File: src/rtl/alu_serial.sv
// alu_serial: bit-serial ALU sequencer, LSB-first over W cycles; ALU_SERIAL_BACK2BACK_EN allows DONE->RUN without an IDLE cycle.
module alu_serial #(
  parameter int W  = 32,
  parameter int CW = 6
) (
  input  logic         clk,
  input  logic         reset,
  input  logic         in_valid,
  output logic         in_ready,
  input  logic [2:0]   op,
  input  logic [W-1:0] a,
  input  logic [W-1:0] b,
  output logic         out_valid,
  input  logic         out_ready,
  output logic [W-1:0] result,
  output logic         carryout,
  output logic         zero,
  output logic         overflow
);
  localparam logic [2:0] ADD  = 3'd0;
  localparam logic [2:0] SUB  = 3'd1;
  localparam logic [2:0] XOR  = 3'd2;
  localparam logic [2:0] SLT  = 3'd3;
  localparam logic [2:0] AND  = 3'd4;
  localparam logic [2:0] NAND = 3'd5;
  localparam logic [2:0] NOR  = 3'd6;
  localparam logic [2:0] OR   = 3'd7;

  typedef enum logic [1:0] {IDLE, RUN, DONE} state_t;

  state_t         state, state_nx;
  logic [W-1:0]   sa, sb, full, fin;
  logic [2:0]     sop;
  logic [CW-1:0]  cnt;
  logic           c, arith, invta, invtb, ai, bi, s, co, f, last, acc;

  // one-bit slice: AND/OR come from NOR/NAND of both operands inverted
  always_comb begin
    arith = sop == ADD || sop == SUB || sop == SLT;
    invta = sop == AND || sop == OR;
    invtb = invta || sop == SUB || sop == SLT;
    ai    = sa[0] ^ invta;
    bi    = sb[0] ^ invtb;
    s     = ai ^ bi ^ c;
    co    = (ai & bi) | (c & (ai ^ bi));
    f     = arith ? s : sop == XOR ? sa[0] ^ sb[0] : (sop == NAND || sop == OR) ? ~(ai & bi) : ~(ai | bi);
    full  = {f, result[W-1:1]};
    fin   = sop == SLT ? {{(W-1){1'b0}}, s ^ c ^ co} : full;
    last  = cnt == CW'(W - 1);
  end

  always_comb begin
    state_nx  = state;
    in_ready  = 1'b0;
    out_valid = 1'b0;
    case (state)
      IDLE: begin
        in_ready = 1'b1;
        state_nx = in_valid ? RUN : IDLE;
      end
      RUN: state_nx = last ? DONE : RUN;
      DONE: begin
        out_valid = 1'b1;
`ifdef ALU_SERIAL_BACK2BACK_EN
        in_ready = out_ready;
        state_nx = out_ready ? (in_valid ? RUN : IDLE) : DONE;
`else
        state_nx = out_ready ? IDLE : DONE;
`endif
      end
      default: state_nx = IDLE;
    endcase
    acc = in_valid & in_ready;
  end

  always_ff @(posedge clk) begin
    if (reset) state <= IDLE;
    else state <= state_nx;
  end

  always_ff @(posedge clk) begin
    if (reset) begin
      sa       <= '0;
      sb       <= '0;
      sop      <= '0;
      cnt      <= '0;
      c        <= 1'b0;
      result   <= '0;
      carryout <= 1'b0;
      zero     <= 1'b0;
      overflow <= 1'b0;
    end else if (acc) begin
      sa  <= a;
      sb  <= b;
      sop <= op;
      cnt <= '0;
      c   <= op == SUB || op == SLT;
    end else if (state == RUN) begin
      sa     <= sa >> 1;
      sb     <= sb >> 1;
      c      <= co;
      cnt    <= last ? cnt : cnt + 1'b1;
      result <= last ? fin : full;
      if (last) begin
        carryout <= arith & co;
        overflow <= arith & (c ^ co);
        zero     <= fin == '0;
      end
    end
  end
endmodule

File: config.mk
export PLATFORM = sky130hd
export DESIGN_NAME = alu_serial
export DESIGN_NICKNAME = d
export VERILOG_FILES = /design/src/rtl/alu_serial.sv
export SDC_FILE = /design/constraint.sdc
export NUM_CORES = 1
export LEC_CHECK = 0
export ABC_AREA = 1
export CORE_ASPECT_RATIO = 2
export CORE_MARGIN = 5
export CORE_UTILIZATION = 28
export DETAILED_ROUTE_END_ITERATION = 6
export DONT_BUFFER_PORTS = 1
export PLACE_DENSITY = 0.38
export SLEW_MARGIN = 0
export SYNTH_ARGS = -nofsm -noshare
export SYNTH_HDL_FRONTEND = slang
export SYNTH_SLANG_ARGS = --single-unit
export TNS_END_PERCENT = 20
File: constraint.sdc
create_clock -name clk -period 2.65 [get_ports clk]
set_clock_uncertainty 0.2 [all_clocks]
set_input_delay 0.795 -clock clk [delete_from_list [all_inputs] [get_ports clk]]
set_output_delay 0.795 -clock clk [all_outputs]
set_load 0.005 [all_outputs]
==> results of run 1 <==
-- worst max-delay path, cell delays in order (launching register included) --
cell and delay [ps]:
dfxtp_1 460, nand3_1 140, o211ai_1 120, xor2_1 320, fa_1 460, or2_2 310, nand2_1 70, nand2_1 50
nand2_1 50, nand2_1 40, a21oi_1 110
-- state kept, by name (all words and copies together) (netlist names) --
register  cells
sop           3
carryout      1
cnt           6
state         2
result       32
zero          1
sa           32
overflow      1
sb           32
c             1
-- synthesized netlist by cell type --
cell type | instances | area (um^2)
xnor2_1 | 1 | 8.760
or2_0 | 1 | 6.260
nor3_4 | 1 | 16.27
clkbuf_1 | 18 | 67.56
inv_2 | 2 | 7.510
clkinv_2 | 1 | 5.000
buf_2 | 7 | 35.03
buf_6 | 7 | 78.83
nand4_2 | 1 | 12.51
nand2_4 | 2 | 22.52
ha_1 | 3 | 37.54
xor2_1 | 3 | 26.28
a21oi_1 | 46 | 230.2
nand2_2 | 1 | 6.260
dfxtp_1 | 111 | 2222
o21ai_0 | 7 | 35.03
nor3_1 | 1 | 5.000
nand3_1 | 7 | 35.03
nand4_1 | 1 | 6.260
fa_1 | 2 | 40.04
inv_4 | 1 | 6.260
inv_1 | 21 | 78.83
nor2_4 | 2 | 22.52
o21ai_1 | 3 | 15.01
o211ai_1 | 1 | 7.510
nor2_2 | 2 | 12.51
or2_2 | 3 | 18.77
o22ai_1 | 1 | 6.260
a31oi_1 | 63 | 394.1
or2_1 | 1 | 6.260
nand3b_1 | 2 | 15.01
nand2_1 | 284 | 1066
buf_4 | 7 | 52.55
nor2_1 | 23 | 86.33
o21ai_2 | 1 | 8.760
-- stage by stage --
stage          cell area (um^2)  power [W]  setup WS, ps
2_1_floorplan              4701   0.002167         328.9
3_3_place_gp               4798   0.002212         243.8
3_5_place_dp               4798   0.002222         117.7
4_1_cts                    5099   0.003634         98.31
5_1_grt                    5106   0.003759         19.51
6_report                   5109   0.003552         245.8
-- final cells by class --
type                    count  area, um^2
clock inverters             5       57.56
clock buffers              11       242.7
flip-flops and latches    111        2222
well taps                 207       259.0
diodes                      1       2.502
fillers                  1818       11570
inverters                  25       97.59
multi-input cells         463        2155
repair buffers              8       72.57
-- worst min-delay path by stage --
stage,from,to,slack [ps]
floorplan,sa[31]$_SDFFE_PP0P_,sa[31]$_SDFFE_PP0P_,240
global placement,sb[31]$_SDFFE_PP0P_,sb[31]$_SDFFE_PP0P_,250
detailed placement,sb[31]$_SDFFE_PP0P_,sb[31]$_SDFFE_PP0P_,250
CTS,sb[31]$_SDFFE_PP0P_,sb[31]$_SDFFE_PP0P_,260
global route,sa[27]$_SDFFE_PP0P_,sa[27]$_SDFFE_PP0P_,280
finish,sb[31]$_SDFFE_PP0P_,sb[31]$_SDFFE_PP0P_,260
-- kinds of logic after synthesis --
group | after synthesis | synth area share
AO/OA/AOI/OAI | 122 | 0.1483
buffers and inverters | 64 | 0.07054
XOR/XNOR | 4 | 0.007454
AND/OR/NAND/NOR | 332 | 0.2845
adder cells (fa/ha/maj) | 5 | 0.01650
flip-flops | 111 | 0.4727
-- where the power goes --
group          internal (W)  total (W)  switching (W)
Sequential          0.00175    0.00181      0.0000550
Combinational      0.000127   0.000366       0.000239
Clock              0.000759    0.00138       0.000621
-- cells in the final DEF (no fill, tap or decap), drive strengths merged --
cell,netlist,layout
buf,21,8
inv,24,24
a21oi,46,46
o22ai,1,1
clkbuf,18,11
clkinvlp,0,3
fa,2,2
clkinv,1,2
o21ai,11,11
or2,5,5
o211ai,1,1
nor3,2,2
xnor2,1,1
ha,3,3
nand4,2,2
nand2,287,287
nand3b,2,2
a31oi,63,63
bufinv,0,1
diode,0,1
xor2,3,3
dfxtp,111,111
nor2,27,27
nand3,7,7
-- routing by layer --
| metal | track usage | vias to the layer above |
|---|---|---|
| met5 | 0 | - |
| met4 | 0.04734 | 0 |
| met3 | 0.03857 | 9 |
| met2 | 0.2257 | 90 |
| met1 | 0.1394 | 1871 |
| li1 | - | 2036 |
-- timing repair --
action / CTS / global route
resized for setup: 0 / 2
setup endpoints to repair: 0 / 1
buffers inserted: 0 / 0
==> run_results.csv, run 1 <==
group,metric,value,unit
outcome,status,"completed",
timing,maxSlewHeadroom,0.7653,
clock_tree,cts_buffer_depth,2,
clock_tree,insertion_delay,350,ps
worst_setup_path,cp.required,2730,ps
route,wl_met2,6401,um
route,dr.pass1.iters,4,
cells_and_area,area_growth,8.677,%
route,routed.top_layer,"met4",
logic_synthesis,netlist_instances,638,
timing,whs,255.4,ps
worst_setup_path,startpoint,"sop[2]$_SDFFE_PP0P_",
place,gp_congestion,0.7067,
pwr,power.leakage,1.773,nW
worst_setup_path,r2r-start,"sop[2]$_SDFFE_PP0P_",
route,viasPerCell,4.821,
clock_tree,clock_sinks,111,
pwr,vdd_ir_drop_max,330.9,uV
timing,grt_setup_unrepaired,"false",
worst_setup_path,r2r_slack,250,ps
route,drt-initial-drc-count,110,
worst_setup_path,r2r-end,"zero$_SDFFE_PP0P_",
worst_setup_path,critPathKind,"flip-flop to flip-flop",
global_routing,grtUsageTotal,0.1275,
clock_tree,tritoncts,"built",
global_routing,antenna_found_initial,0,
route,wl,12220,um
timing,finalCritPeriodShare,0.9072,
place,dp_hpwl,8460,um
logic_synthesis,synth_nets,714,
route,wl_met3,885,um
timing,timing.fmax,415.9,MHz
logic_synthesis,ys_types,35,
worst_setup_path,startpoint_type,"flip-flop",
worst_setup_path,end_kind,"flip-flop",
route,drcViolationCount,0,
floorplan,start_util,0.2818,
clock_tree,cts_buffers,9,
clock_tree,clkSlewWorstSetupHoldPaths,80,ps
route,wl_met1,4739,um
floorplan,fp.dieH,193.2,um
worst_setup_path,cp_data_arrival_time,2480,ps
timing,hold_violations,0,
logic_synthesis,ys_seq_area_frac,0.4727,
floorplan,dieArea,19640,um^2
cells_and_area,nets,694,
clock_tree,h-tree-depth,3,
timing,post-route-min-period,2404,ps
route,num_vias,4006,
floorplan,core,16680,um^2
logic_synthesis,ys_seq_elements,111,
global_routing,grt_max_degree,106,
logic_synthesis,syn_area,4701,um^2
floorplan,rows,67,
cells_and_area,final_cells,831,
timing,report.final.slew_viol_count,0,
clock_tree,cts-root-buf,"clkbuf_16",
clock_tree,postCtsHoldBufs,0,
timing,worstMarginPinSlew,352.0,ps
route,wl_per_cell,14.70,um
route,ant_nets,0,
timing,finalSetupViolCount,0,
run,max-cap-violations,0,
logic_synthesis,avgSynthCellArea,7.368,um^2
floorplan,pin_count,108,
pwr,p_per_area,695.4,nW/um^2
hold_path,min_path_cells,2,
worst_setup_path,reg2regPathDepth,10,
timing,fin_tns_setup,0,ps
place,dp_cells,814,
cells_and_area,drive_above_1_share,0.06742,
worst_setup_path,critPathMaxFanout,6,
hold_path,holdCritPathClass,"flip-flop to flip-flop",
global_routing,grt_pass1_wl,19950,um
global_routing,gr-total-overflow,0,
floorplan,die_w,101.6,um
cells_and_area,final_util,0.3062,
worst_setup_path,cp-endpoint,"zero$_SDFFE_PP0P_",
logic_synthesis,yosysWarningCount,0,
place,place.port_buffers,0,
global_routing,grt_pass1_vias,3939,
Note: power is estimated with default switching activity, not from simulation.
==> run 2: changes to the inputs <==
Settings changed: CORE_MARGIN 5 to unset, PLACE_DENSITY 0.38 to 0.4.
Clock period 2.65 ns to 1.9 ns, I/O delays scaled along.
==> run 2 against run 1 <==
  * The run now ends with setup timing left
  * Cell area is 3.4% higher
  * Sequential cell count stayed put
  * Highest routed layer unchanged
  * Clock power is 33% higher
  * Critical endpoint unchanged
  * Maximum frequency is 9.7% higher
  * Via count is 1.8% higher
  * Sequential power is 39% higher
==> run_results.csv, run 2 (synthesized netlist as in run 1, its figures left out) <==
group,metric,value,unit
clock_tree,clock_sinks,111,
global_routing,grt_pass1_vias,3995,
timing,maxSlewHeadroom,0.7795,
worst_setup_path,cpPeakStageDelay,410,ps
cells_and_area,layout_commonest_cell,"nand2_1",
clock_tree,cts-root-buf,"clkbuf_16",
place,place.port_buffers,0,
cells_and_area,nets,712,
global_routing,gr-total-overflow,0,
clock_tree,cts_buffer_depth,2,
floorplan,pin_count,108,
route,drt-initial-drc-count,161,
worst_setup_path,critPathBufInv,2,
place,dp_hpwl,8277,um
floorplan,rows,66,
cells_and_area,final_cells,845,
worst_setup_path,startpoint_type,"flip-flop",
timing,report.final.slew_viol_count,0,
clock_tree,postCtsHoldBufs,0,
place,gp_congestion,0.6920,
floorplan,fp.dieH,185.2,um
pwr,vdd_ir_drop_max,427.1,uV
global_routing,antenna_found_initial,1,
cells_and_area,area_growth,12.35,%
timing,timing.fmax,456.1,MHz
floorplan,dieArea,17340,um^2
clock_tree,h-tree-depth,3,
outcome,violations,"setup timing",
hold_path,holdCritPathClass,"primary input to flip-flop",
route,ant_nets,0,
cells_and_area,most-common-layout-cells,"nand2_1 (283), dfxtp_1 (109), a31oi_1 (63), a21oi_1 (45)",
timing,grt_setup_unrepaired,"true",
clock_tree,cts_buffers,9,
global_routing,grt_max_degree,106,
cells_and_area,final_util,0.3230,
floorplan,die_w,93.62,um
worst_setup_path,slowest_stage,"fa_1",
route,dr.pass1.iters,4,
clock_tree,clkSlewWorstSetupHoldPaths,80,ps
run,max-cap-violations,0,
place,dp_cells,827,
timing,finalSetupViolCount,4,
worst_setup_path,critPathKind,"flip-flop to flip-flop",
place,dp_slack,-325.4,ps
worst_setup_path,cp_data_arrival_time,2280,ps
cells_and_area,reg.largest.list,"result x32, sa x32, sb x32",
worst_setup_path,cp.required,1980,ps
clock_tree,insertion_delay,360,ps
route,wl,11980,um
outcome,status,"finished, violations left",
pwr,power.leakage,1.873,nW
timing,post-route-min-period,2192,ps
timing,setup_slack,-292.3,ps
timing,worstMarginPinSlew,330.7,ps
floorplan,start_util,0.2875,
route,drcViolationCount,0,
cells_and_area,drive_above_1_share,0.1076,
worst_setup_path,critPathMaxFanout,4,
worst_setup_path,crit_chain,"inv_4, nand3_4, o211ai_1, xor2_1, buf_4, fa_1, or2_4, nand2_1, nand2_1, nand2_1, nand2_1, a21oi_2",
floorplan,core,16350,um^2
pwr,p_per_area,935.7,nW/um^2
worst_setup_path,end_kind,"flip-flop",
timing,hold_violations,0,
timing,finalCritPeriodShare,1.154,
route,viasPerCell,4.828,
worst_setup_path,crit_path_frequent_cell,"nand2_1",
cells_and_area,diodes,0,
global_routing,grtUsageTotal,0.1428,
place,place_area,4965,um^2
cells_and_area,final_area,5281,um^2
global_routing,grt_pass1_wl,19220,um
route,wl_per_cell,14.17,um
clock_tree,tritoncts,"built",
worst_setup_path,cp_top_family,"simple AND/OR/NAND/NOR gates",
route,num_vias,4080,
run 2: layout make-up:
| type | instances | area [um^2] |
|---|---|---|
| well taps | 204 | 255.2 |
| inverters | 25 | 100.1 |
| clock inverters | 6 | 51.30 |
| multi-input cells | 463 | 2183 |
| fillers | 1803 | 11070 |
| flip-flops and latches | 111 | 2230 |
| clock buffers | 10 | 229.0 |
| repair buffers | 26 | 232.7 |
run 2: timing repair:
action                                  CTS  global route
resized for setup                         1             4
endpoints found under the setup margin    5             6
setup buffers                             1             1
pin swaps                                 1             4
run 2: stage by stage:
stage	setup TNS (ps)	power [W]	hold WS, ps
6_report	-678.9	0.004942	80.85
5_1_grt	-1431	0.005214	59.39
4_1_cts	-671.5	0.005045	67.37
3_5_place_dp	-1106	0.003168	249.9
3_3_place_gp	-585.9	0.003156	248.8
2_1_floorplan	-435.0	0.003035	239.2
run 2: power by group:
part / total, W / switching [W] / internal [W]
registers: 0.00252 / 0.0000755 / 0.00244
logic: 0.000594 / 0.000352 / 0.000242
clock network: 0.00183 / 0.000916 / 0.000913
total: 0.00494 / 0.00134 / 0.00360
run 2: final timing paths:
path / startpoint / end / slack (ps) / cells after the start
max: sop[0]$_SDFFE_PP0P_ / zero$_SDFFE_PP0P_ / -290 / 12
min: reset / sb[6]$_SDFFE_PP0P_ / 80 / 1
max reg2reg: sop[0]$_SDFFE_PP0P_ / zero$_SDFFE_PP0P_ / -290 / 12
min reg2reg: sb[31]$_SDFFE_PP0P_ / sb[31]$_SDFFE_PP0P_ / 260 / 2
run 2: per-layer routing:
metal / track usage / share of wire
met5: 0 / 0
met4: 0.05908 / 0.015
met1: 0.1493 / 0.38
met3: 0.02997 / 0.052
met2: 0.2697 / 0.55
